$ cat src/rtl/arki_pkg.sv
// Shared types and constants for the Arki multiply/divide datapath.
package arki_pkg;

  localparam int unsigned XLEN = 64;

  // Register index that reads as zero and discards writes.
  localparam logic [4:0] XZR = 5'd31;

  typedef enum logic [1:0] {
    OpMul  = 2'b00,
    OpUdiv = 2'b01,
    OpSdiv = 2'b10
  } muldiv_op_t;

  typedef enum logic [1:0] {
    StIdle,
    StRun,
    StFix,
    StDone
  } muldiv_state_t;

  // The reserved encoding 2'b11 executes as a multiply.
  function automatic muldiv_op_t decode_op(input logic [1:0] raw);
    case (raw)
      2'b01:   return OpUdiv;
      2'b10:   return OpSdiv;
      default: return OpMul;
    endcase
  endfunction

endpackage

$ cat src/rtl/muldiv_step.sv
// One radix-2 iteration: shift-add for multiply, trial-subtract for restoring divide.
module muldiv_step #(
  parameter int unsigned XLEN = 64
) (
  input  logic [2*XLEN-1:0] i_acc,
  input  logic [XLEN-1:0]   i_opnd,
  input  logic              i_div,
  output logic [2*XLEN-1:0] o_acc
);

  logic [XLEN:0] w_sum;
  logic [XLEN:0] w_rem;
  logic [XLEN:0] w_diff;

  // Multiply: acc = {partial product, remaining multiplier bits}, shifted right each step.
  // Divide:   acc = {remainder, dividend bits / quotient bits}, shifted left each step.
  always_comb begin
    w_sum  = {1'b0, i_acc[2*XLEN-1:XLEN]} + (i_acc[0] ? {1'b0, i_opnd} : '0);
    w_rem  = {i_acc[2*XLEN-1:XLEN], i_acc[XLEN-1]};
    w_diff = w_rem - {1'b0, i_opnd};
    if (!i_div) begin
      o_acc = {w_sum, i_acc[XLEN-1:1]};
    end else if (!w_diff[XLEN]) begin
      // No borrow: keep the difference and shift in a quotient 1.
      o_acc = {w_diff[XLEN-1:0], i_acc[XLEN-2:0], 1'b1};
    end else begin
      // Borrow: restore the shifted remainder and shift in a quotient 0.
      o_acc = {w_rem[XLEN-1:0], i_acc[XLEN-2:0], 1'b0};
    end
  end

endmodule

$ cat src/rtl/muldiv_unit.sv
// Iterative multiply/divide unit: fixed 66-cycle start-to-done latency for every op.
module muldiv_unit #(
  parameter int unsigned XLEN  = 64,
  parameter int unsigned ITERS = 64  // must equal XLEN
) (
  input  logic            clk,
  input  logic            reset_n,
  input  logic            start,
  input  logic [1:0]      op,
  input  logic [XLEN-1:0] a,
  input  logic [XLEN-1:0] b,
  input  logic [4:0]      rd_in,
  input  logic            kill,
  output logic            busy,
  output logic            done,
  output logic [XLEN-1:0] result,
  output logic [4:0]      wa,
  output logic            we
);

  import arki_pkg::*;

  localparam int unsigned   CW      = $clog2(ITERS);
  localparam logic [CW-1:0] LastCnt = CW'(ITERS - 1);

  muldiv_state_t     r_state;
  muldiv_state_t     w_state_nxt;
  muldiv_op_t        r_op;
  muldiv_op_t        w_op_in;
  logic [CW-1:0]     r_count;
  logic [2*XLEN-1:0] r_acc;
  logic [2*XLEN-1:0] w_acc_step;
  logic [XLEN-1:0]   r_opnd;
  logic [4:0]        r_rd;
  logic              r_neg;
  logic              w_load;
  logic              w_iter;
  logic              w_fix;
  logic              w_a_neg;
  logic              w_b_neg;
  logic [XLEN-1:0]   w_a_mag;
  logic [XLEN-1:0]   w_b_mag;
  logic [XLEN-1:0]   w_quot;
  logic [XLEN-1:0]   w_fix_res;

  // Next-state logic; kill wins over start and over iteration.
  always_comb begin
    w_state_nxt = r_state;
    w_load      = 1'b0;
    w_iter      = 1'b0;
    w_fix       = 1'b0;
    unique case (r_state)
      StIdle, StDone: begin
        if (start && !kill) begin
          w_state_nxt = StRun;
          w_load      = 1'b1;
        end else begin
          w_state_nxt = StIdle;
        end
      end
      StRun: begin
        if (kill) begin
          w_state_nxt = StIdle;
        end else begin
          w_iter = 1'b1;
          if (r_count == '0) begin
            w_state_nxt = StFix;
          end
        end
      end
      StFix: begin
        if (kill) begin
          w_state_nxt = StIdle;
        end else begin
          w_fix       = 1'b1;
          w_state_nxt = StDone;
        end
      end
      default: w_state_nxt = StIdle;
    endcase
  end

  // Operand conditioning: signed divide works on magnitudes and fixes the sign at the end.
  always_comb begin
    w_op_in = decode_op(op);
    w_a_neg = (w_op_in == OpSdiv) && a[XLEN-1];
    w_b_neg = (w_op_in == OpSdiv) && b[XLEN-1];
    w_a_mag = w_a_neg ? -a : a;
    w_b_mag = w_b_neg ? -b : b;
  end

  muldiv_step #(
    .XLEN (XLEN)
  ) u_step (
    .i_acc  (r_acc),
    .i_opnd (r_opnd),
    .i_div  (r_op != OpMul),
    .o_acc  (w_acc_step)
  );

  // Final result: sign correction and divide-by-zero. The most-negative / -1 case needs no
  // special handling: both signs are negative, so the 2^(XLEN-1) magnitude wraps as required.
  always_comb begin
    w_quot = r_acc[XLEN-1:0];
    if (r_op == OpMul) begin
      w_fix_res = w_quot;
    end else if (r_opnd == '0) begin
      w_fix_res = '0;
    end else if ((r_op == OpSdiv) && r_neg) begin
      w_fix_res = -w_quot;
    end else begin
      w_fix_res = w_quot;
    end
  end

  // State register.
  always_ff @(posedge clk or negedge reset_n) begin
    if (!reset_n) begin
      r_state <= StIdle;
    end else begin
      r_state <= w_state_nxt;
    end
  end

  // Operation context, accumulator and iteration counter.
  always_ff @(posedge clk or negedge reset_n) begin
    if (!reset_n) begin
      r_op    <= OpMul;
      r_rd    <= '0;
      r_neg   <= 1'b0;
      r_count <= '0;
      r_acc   <= '0;
      r_opnd  <= '0;
    end else if (w_load) begin
      r_op    <= w_op_in;
      r_rd    <= rd_in;
      r_neg   <= w_a_neg ^ w_b_neg;
      r_count <= LastCnt;
      if (w_op_in == OpMul) begin
        r_acc  <= {{XLEN{1'b0}}, b};
        r_opnd <= a;
      end else begin
        r_acc  <= {{XLEN{1'b0}}, w_a_mag};
        r_opnd <= w_b_mag;
      end
    end else if (w_iter) begin
      r_acc <= w_acc_step;
      if (r_count != '0) begin
        r_count <= r_count - CW'(1);
      end
    end
  end

  // Result and destination update only on the FIX -> DONE edge.
  always_ff @(posedge clk or negedge reset_n) begin
    if (!reset_n) begin
      result <= '0;
      wa     <= '0;
    end else if (w_fix) begin
      result <= w_fix_res;
      wa     <= r_rd;
    end
  end

  // Status outputs decoded from the state register.
  always_comb begin
    busy = (r_state == StRun) || (r_state == StFix);
    done = (r_state == StDone);
    we   = done && (wa != XZR);
  end

endmodule

$ cat config.mk
export PLATFORM = sky130hd
export DESIGN_NAME = muldiv_unit
export DESIGN_NICKNAME = d
export VERILOG_FILES = /design/src/rtl/arki_pkg.sv /design/src/rtl/muldiv_step.sv /design/src/rtl/muldiv_unit.sv
export SDC_FILE = /design/constraint.sdc
export NUM_CORES = 1
export LEC_CHECK = 0
export CAP_MARGIN = 10
export CELL_PAD_IN_SITES_DETAIL_PLACEMENT = 1
export CELL_PAD_IN_SITES_GLOBAL_PLACEMENT = 2
export CORE_MARGIN = 8
export CORE_UTILIZATION = 38
export DETAILED_ROUTE_END_ITERATION = 12
export GPL_TIMING_DRIVEN = 0
export PLACE_DENSITY_LB_ADDON = 0.1
export SLEW_MARGIN = 30
export SYNTH_ARGS = -nofsm -noshare
export SYNTH_HDL_FRONTEND = slang
export SYNTH_HIERARCHICAL = 1
export SYNTH_SLANG_ARGS = --single-unit
export TNS_END_PERCENT = 1
$ cat constraint.sdc
create_clock -name clk -period 6.4 [get_ports clk]
set_input_delay 0.96 -clock clk [delete_from_list [all_inputs] [get_ports clk]]
set_output_delay 0.96 -clock clk [all_outputs]
set_load 0.005 [all_outputs]
**Word level (Yosys, flattened, before mapping)**

Index checks and enable logic that the tools add are counted.

- Add/subtract/negate cells: 6
- Eq/ne operators: 9
- Mux-type cells: 26
- Bitwise logic cells: 1
- Reductions and logical operators: 18

Operator list:

| kind | count |
|---|---|
| $mux 128 | 4 |
| $mux 64 | 8 |
| $neg 64->64 | 3 |
| $add 64x65->65 | 1 |
| $sub 65x64->65 | 1 |
| $logic_not 64->1 | 1 |
| $mux 6 | 3 |
| $eq 2x2->1 const B | 5 |
| $logic_not 2->1 | 3 |
| $logic_not 6->1 | 1 |
| $mux 1 | 6 |
| $mux 2 | 3 |
| $pmux 2 s3 | 1 |
| $reduce_bool 2->1 | 3 |
| $reduce_bool 6->1 | 1 |
| $sub 6x1->6 const B | 1 |
| $logic_and 1x1->1 | 5 |
| $ne 5x5->1 const B | 1 |
| $eq 2x1->1 const B | 2 |
| $pmux 2 s2 | 1 |
| $ne 3x3->1 const B | 1 |
| $reduce_and 2->1 | 1 |
| $reduce_or 2->1 | 1 |
| $logic_not 1->1 | 1 |
| other kinds (2) | 2 |

- Flip-flop bits (word level): 277
- Input port bits: 139
- Output and inout bits: 72
- Logic and storage cells: 69

**Longest topological paths before layout**

Gate-level depths: netlist of the first run.

- Depth after elaboration: 7
- Gate-level depth with buffers: 18
- Gate-level depth less buffers: 16

**By module**

The synthesis of the first run kept the hierarchy.

By module, submodules not included:

| module | instances | cells each | area each (um2) | sequential area each (um2) |
|---|---|---|---|---|
| muldiv_unit | 1 | 2048 | 16728.5 | 6931.6 |
| muldiv_step | 1 | 1566 | 10344.9 | 0.0 |

**Least setup slack after synthesis of the first run**

Ideal clock, no wire load.

- Kind: register to register
- Start: register r_acc[0]
- End: register r_acc[125]
- Library setup time: 117 ps
- Data arrival time: 3496 ps
- Data required time: 6283 ps
- Slack: 2786 ps
- Cell stages (with the launch flop): 19
- Buffers on the path: 2
- Clock period less this slack: 3614 ps
- Path through: dfrtp_1 clkbuf_1 clkbuf_1 and2_1 ha_1 fa_1 a211oi_1 nor2_1 a21oi_1 a21oi_1 nor3_1 o21ai_1 a21oi_2 o21ai_1 a221oi_2 xnor2_1 a211o_1 nand3_1 nand2_1

- Longest elaborated chain between the ends: 5

Ends and longest elaborated chain:

| item | line | RTL |
|---|---|---|
| start: declaration | muldiv_unit.sv:31 | `logic [2*XLEN-1:0] r_acc;` |
| start signal: assignment | muldiv_unit.sv:140 | `r_acc <= {{XLEN{1'b0}}, b};` |
| start signal: assignment | muldiv_unit.sv:143 | `r_acc <= {{XLEN{1'b0}}, w_a_mag};` |
| start signal: assignment | muldiv_unit.sv:147 | `r_acc <= w_acc_step;` |
| $mux 64 | muldiv_step.sv:18 | `w_sum = {1'b0, i_acc[2*XLEN-1:XLEN]} + (i_acc[0] ? {1'b0, i_opnd} : '0);` |
| $add 64x65->65 | muldiv_step.sv:18 |  |
| $mux 128 | muldiv_step.sv:21 | `if (!i_div) begin` |
| named net w_acc_step[125] | muldiv_unit.sv:32 | `logic [2*XLEN-1:0] w_acc_step;` |
| $mux 128 | muldiv_unit.sv:146 | `end else if (w_iter) begin` |
| $mux 128 | muldiv_unit.sv:134 | `end else if (w_load) begin` |

The timed path passes the listed nets, and every way through them passes these cells. The select of a mux whose other input is x is not followed.
A chain may end at the register's enable or synchronous reset.

**Final worst setup path of the first run**

- Start: register r_acc[0]
- End: register r_acc[127]

Same word-level chain as after synthesis.

==> flow_metrics.py, run 1 <==
metrics = {
    "worst_setup_path": {
        "end_kind": "register",
        "worstSetupEndpoint": "r_acc[127]",
        "setup.worst_path.start": "r_acc[0]",
        "reg2reg_slack_ns": 0.12,
        "worstReg2RegEnd": "r_acc[127]",
        "cp-start-kind": "register",
        "crit_required_ns": 6.91,
        "crit_type": "reg2reg",
        "worstPathArrival_ns": 6.79,
        "cp_max_fo": 10,
        "reg2reg_depth": 17,
        "r2r_start": "r_acc[0]",
    },
    "yosys": {
        "synthesis.nets": 3894,
        "async_flop_share_pct": 100,
        "synth-seq-area-share_pct": 25.6,
        "avgSynthCellArea_sq_um": 7.49,
        "synth_cell_type_count": 99,
        "synth_edf_count": 0,
        "syn_area_sq_mm": 0.0271,
        "yosys_warnings": 6,
        "synth-main-ff-cell": "dfrtp_1",
        "ys_ff_latch": 277,
        "syn_inst": 3614,
    },
    "timing": {
        "fin_crit_sh_pct": 98.2,
        "slew_headroom_pct": 29.1,
        "fin_crit_ns": 6.28,
        "fin_setup_tns_ns": 0,
        "setup_viol": 0,
        "slew_violations": 0,
        "fin_skew_ns": 0.0254,
        "worst_pin_slew_ns": 1.06,
        "timing.fmax_mhz": 159,
        "rsz0062_at_grt": "false",
        "hold_viol": 0,
    },
    "clock_network": {
        "clk_pin_slew_ns": 0.07,
        "cts_root_buf": "clkbuf_16",
        "cts_buffers": 38,
        "worstSkewPairLatency_ns": 0.58,
        "postCtsHoldBufs": 0,
        "clockBufferDepth": 3,
        "cts_sinks": 277,
        "htreeDepth": 2,
        "cts_tree": "built",
        "post_cts_buffers": 0,
        "ctsResizeCount": 0,
    },
    "floorplanning": {
        "num_rows": 98,
        "io_pins": 211,
        "die_h_microns": 283,
        "die-area_sq_mm": 0.0800,
        "start_util_pct": 38.1,
        "core-area_sq_mm": 0.0710,
        "fp.dieW_microns": 283,
    },
    "drt": {
        "met3_length_mm": 9.39,
        "drt_first_iter_violations": 2528,
        "dr.pass1.iters": 5,
        "drc_errors": 0,
        "wl_met1_mm": 59.1,
        "vias": 30000,
        "wl_met2_mm": 63.0,
        "viasPerCell": 6.19,
        "antenna_left": 0,
        "wirelength_mm": 140,
        "top_layer_used": "met5",
        "wire_per_inst_microns": 28.8,
    },
    "global_route": {
        "grt-ovfl-total": 0,
        "grt_pass1_wl_mm": 207,
        "antenna_found_initial": 4,
        "grt_max_degree": 84,
        "grt_pass1_vias": 31700,
        "track_usage_pct": 33.5,
    },
    "placed_design": {
        "gp_congestion": 1.01,
        "portBuffers": 208,
        "dp.cells": 4776,
        "place_area_sq_mm": 0.0305,
        "hpwl_mm": 112,
    },
    "cells_and_area": {
        "area_growth_pct": 17.6,
        "post_layout_nonfiller_instances": 4849,
        "final_cell_area_sq_mm": 0.0318,
        "layout-drive-gt1-share_pct": 5.82,
        "nets": 4147,
    },
    "power": {
        "ir_drop_uv": 215,
        "power_density_mw_per_mm2": 429,
        "power.leakage_nw": 13.0,
        "total_power_mw": 13.6,
    },
    "flow_run": {
        "max_cap_viol_count": 0,
    },
    "worst_hold_path": {
        "hold_path_class": "in2async",
    },
    "outcome": {
        "status": "finished, final reports clean",
    },
}
through the flow:
step | utilization [%] | worst slack [ns] | hold WS (ns)
2_1_floorplan | - | 2.79 | 0.442
3_3_place_gp | 42.7 | -8.44 | 0.458
3_5_place_dp | 42.9 | 0.210 | 0.473
4_1_cts | 44.8 | 0.151 | 0.386
5_1_grt | 44.8 | 0.0425 | 0.422
6_report | 44.8 | 0.118 | 0.387
metal layers:
| layer | global-route usage (%) | vias up |
|---|---|---|
| li1 | - | 13500 |
| met1 | 43.1 | 14900 |
| met2 | 54.2 | 1289 |
| met3 | 5.09 | 343 |
| met4 | 17.1 | 4 |
| met5 | 0 | - |
critical path: stages, from the launching register on:
cell and delay, ns:
dfrtp_1 0.55, clkbuf_1 0.77, clkbuf_1 0.59, and2_1 0.22
ha_1 0.24, fa_1 0.27, a211oi_1 0.11, nor2_1 0.27
a21oi_1 0.24, a21oi_1 0.45, nor3_1 0.19, o21ai_1 0.55
a21oi_2 0.21, o21ai_0 0.54, a41oi_1 0.20, nor3_1 0.54
nand3_1 0.16, nand2_1 0.10
where the power goes:
group	total (mW)	internal, mW	switching [mW]
registers	3.19	2.30	0.888
logic	8.06	3.15	4.91
clock network	2.40	1.45	0.946
cell type report:
cell class	count	area (sq um)
clock buffers	52	1100
fillers	8801	39200
well taps	950	1190
multi-input cells	2989	18800
plain buffers	221	907
repair buffers	213	2190
inverters	127	477
flip-flops and latches	277	6930
clock inverters	18	263
diodes	2	5.00
state kept, by name, summed over array words and instances (netlist names):
register and cells:
wa 5, r_acc 128, r_neg 1, r_state 2
r_rd 5, r_opnd 64, r_op 2, r_count 6
result 64
synthesized netlist by cell type, drive strengths merged (37+ instances only):
cell | number | area (sq um)
o21ai | 299 | 1500
nor4 | 68 | 487
xnor2 | 193 | 1690
xor2 | 94 | 823
a31oi | 86 | 538
nand3 | 101 | 505
ha | 139 | 1740
clkbuf | 184 | 692
nand2 | 475 | 1790
mux2 | 75 | 845
dfrtp | 277 | 6930
nor2 | 295 | 1110
nand4 | 52 | 332
a21oi | 345 | 1740
inv | 126 | 473
nor3 | 95 | 502
o22ai | 40 | 250
buf | 37 | 209
mux2i | 53 | 531
a21o | 67 | 503
and2 | 77 | 482
layout by cell type (no fill, tap or decap), types with 17 or more instances in the layout:
cell type	n
a211oi_1	35
a21o_1	67
a21oi_1	341
a31oi_1	86
and2_1	76
and3_1	26
buf_1	17
clkbuf_1	186
clkbuf_16	41
clkdlybuf4s50_1	207
dfrtp_1	277
ha_1	139
inv_1	126
mux2_2	70
mux2i_1	53
nand2_1	474
nand2b_1	26
nand3_1	101
nand4_1	51
nor2_1	294
nor2b_1	34
nor3_1	91
nor4_1	58
o211ai_1	27
o21a_1	21
o21ai_0	279
o21ai_1	19
o21bai_1	28
o22ai_1	40
o31ai_1	29
or3_1	26
xnor2_1	193
xor2_1	94
kinds of logic after synthesis:
family                   Yosys count  share of synthesized area (%)
AND/OR/NAND/NOR                 1346                           24.0
buffers and inverters            348                           5.09
AO/OA/AOI/OAI                   1087                           24.4
flip-flops                       277                           25.6
XOR/XNOR                         287                           9.28
adder cells (fa/ha/maj)          141                           6.57
multiplexers                     128                           5.08
how the worst min path moves through the flow:
stage	cells after the start	slack [ns]	startpoint	to
after floorplan	2	0.44	r_rd[0]	r_rd[0]
after global placement	2	0.46	r_rd[3]	r_rd[3]
after detailed placement	2	0.47	r_rd[4]	r_rd[4]
after CTS	1	0.39	reset_n	r_acc[76]
after global routing	1	0.42	reset_n	r_acc[77]
final	1	0.39	reset_n	r_acc[76]
Power figures use the tool's default switching activity.
==> inputs of run 2 (changes only) <==
MAX_ROUTING_LAYER = met4   (was unset)
==> run 2 against run 1 <==
Combinational power barely moved. Critical path depth rose by 1. Clock skew fell by 0.0076 ns. Clock power barely moved. Count of clock-buffer cells in the layout rose by 5. Critical endpoint is now r_acc[125]. Highest routed layer is now met4.
==> flow_metrics.py, run 2 (synthesis results as in run 1) <==
metrics = {
    "worst_setup_path": {
        "cp_max_fo": 10,
        "end_kind": "register",
        "crit_family": "compound AO/OA/AOI/OAI gates",
        "cp_slowest_stage_delay_ns": 0.72,
        "crit_required_ns": 6.85,
        "cp_cell_sequence": "clkbuf_1 > clkbuf_1 > and2_1 > ha_1 > fa_1 > a211oi_1 > nor2_1 > a21oi_1 > a21oi_1 > nor3_1 > o21ai_1 > a21oi_2 > o21ai_1 > a221oi_2 > xnor2_1 > a211o_1 > nand3_1 > nand2_1",
        "cp.buffers_inverters": 2,
        "cpMaxStageDelayCell": "nor3_1",
        "crit_type": "reg2reg",
        "cp-start-kind": "register",
        "worstPathArrival_ns": 6.48,
    },
    "global_route": {
        "grt-ovfl-total": 0,
        "track_usage_pct": 34.2,
        "grt_pass1_wl_mm": 206,
        "grt_pass1_vias": 31400,
        "grt_max_degree": 77,
        "antenna_found_initial": 5,
    },
    "placed_design": {
        "gp_congestion": 1.03,
        "dp.cells": 4776,
        "hpwl_mm": 112,
        "portBuffers": 208,
    },
    "floorplanning": {
        "num_rows": 98,
        "fp.dieW_microns": 283,
        "io_pins": 211,
        "die_h_microns": 283,
        "core-area_sq_mm": 0.0710,
        "start_util_pct": 38.1,
        "die-area_sq_mm": 0.0800,
    },
    "clock_network": {
        "cts_buffers": 40,
        "post_cts_buffers": 0,
        "cts_sinks": 277,
        "postCtsHoldBufs": 0,
        "cts_tree": "built",
        "htreeDepth": 2,
        "ctsResizeCount": 0,
        "clk_pin_slew_ns": 0.06,
        "worstSkewPairLatency_ns": 0.58,
        "clockBufferDepth": 3,
        "cts_root_buf": "clkbuf_16",
    },
    "outcome": {
        "status": "finished, final reports clean",
    },
    "drt": {
        "wirelength_mm": 140,
        "drt_first_iter_violations": 2558,
        "viasPerCell": 6.21,
        "vias": 30100,
        "dr.pass1.iters": 6,
        "antenna_left": 0,
        "wire_per_inst_microns": 28.8,
        "drc_errors": 0,
    },
    "cells_and_area": {
        "seqCellArea_sq_mm": 0.00693,
        "n_fill_cell": 8799,
        "postLayoutCoreUtil_pct": 44.9,
        "largest_reg_flops": 128,
        "regMostFlops": "r_acc",
        "mostFrequentLayoutCells": "nand2_1, a21oi_1, nor2_1",
        "area_growth_pct": 17.7,
        "layout-drive-gt1-share_pct": 5.90,
        "final_common_cell": "nand2_1",
        "post_layout_nonfiller_instances": 4853,
        "multiInputGateArea_sq_mm": 0.0188,
        "nets": 4148,
        "largestRegisters": "r_acc: 128 flops, r_opnd: 64 flops, result: 64 flops",
    },
    "timing": {
        "rsz0062_at_grt": "false",
        "fin_crit_ns": 6.04,
        "slew_violations": 0,
        "fin_crit_sh_pct": 94.3,
        "fin_skew_ns": 0.0178,
        "timing.fmax_mhz": 166,
        "worst_pin_slew_ns": 1.14,
        "fin_setup_tns_ns": 0,
        "slew_headroom_pct": 24.3,
        "hold_viol": 0,
        "setup_viol": 0,
    },
    "power": {
        "power.leakage_nw": 13.1,
        "ir_drop_uv": 193,
        "power_density_mw_per_mm2": 429,
    },
    "flow_run": {
        "max_cap_viol_count": 0,
    },
    "worst_hold_path": {
        "hold_path_class": "in2async",
    },
}
## run 2: per-stage QoR
step	area [sq um]	setup WS [ns]	hold slack [ns]	power, mW
after detailed placement	30500	0.524	0.474	11.0
final	31900	0.364	0.385	13.7
after global routing	31900	0.334	0.430	14.5
after CTS	31800	0.495	0.393	13.5
after global placement	30300	-8.39	0.459	10.8
after floorplan	27100	2.79	0.442	8.18
## run 2: worst paths after layout
check                                 from         end  slack, ns  cells past startpoint
min in group clk                result[61]  result[61]       0.48                      1
worst min-delay path               reset_n   r_acc[79]       0.39                      1
max in group asynchronous          reset_n  result[61]       4.81                      3
worst max-delay path              r_acc[0]  r_acc[125]       0.36                     18
worst min register to register  result[61]  result[61]       0.48                      1
worst max register to register    r_acc[0]  r_acc[125]       0.36                     18
## run 2: final cells by class
class,instances,area share [%]
multi-input combinational,2989,59.0
sequential,277,21.8
timing repair buffer,212,6.83
tap,950,3.73
clock buffer,57,3.72
buffer,221,2.85
inverter,127,1.50
clock inverter,15,0.617
antenna,5,0.0393
## run 2: routing by layer
metal | vias to the layer above | GRT usage (%) | routed length [microns]
met5 | - | - | 0
met4 | 0 | 14.0 | 6650
met3 | 329 | 4.60 | 8530
met2 | 1259 | 55.0 | 64500
met1 | 15100 | 43.4 | 60200
li1 | 13500 | - | -
## run 2: power by group
part | total, mW | internal (mW) | switching (mW)
combinational | 8.08 | 3.15 | 4.93
sequential | 3.20 | 2.30 | 0.898
clock | 2.38 | 1.45 | 0.925
total | 13.7 | 6.90 | 6.76
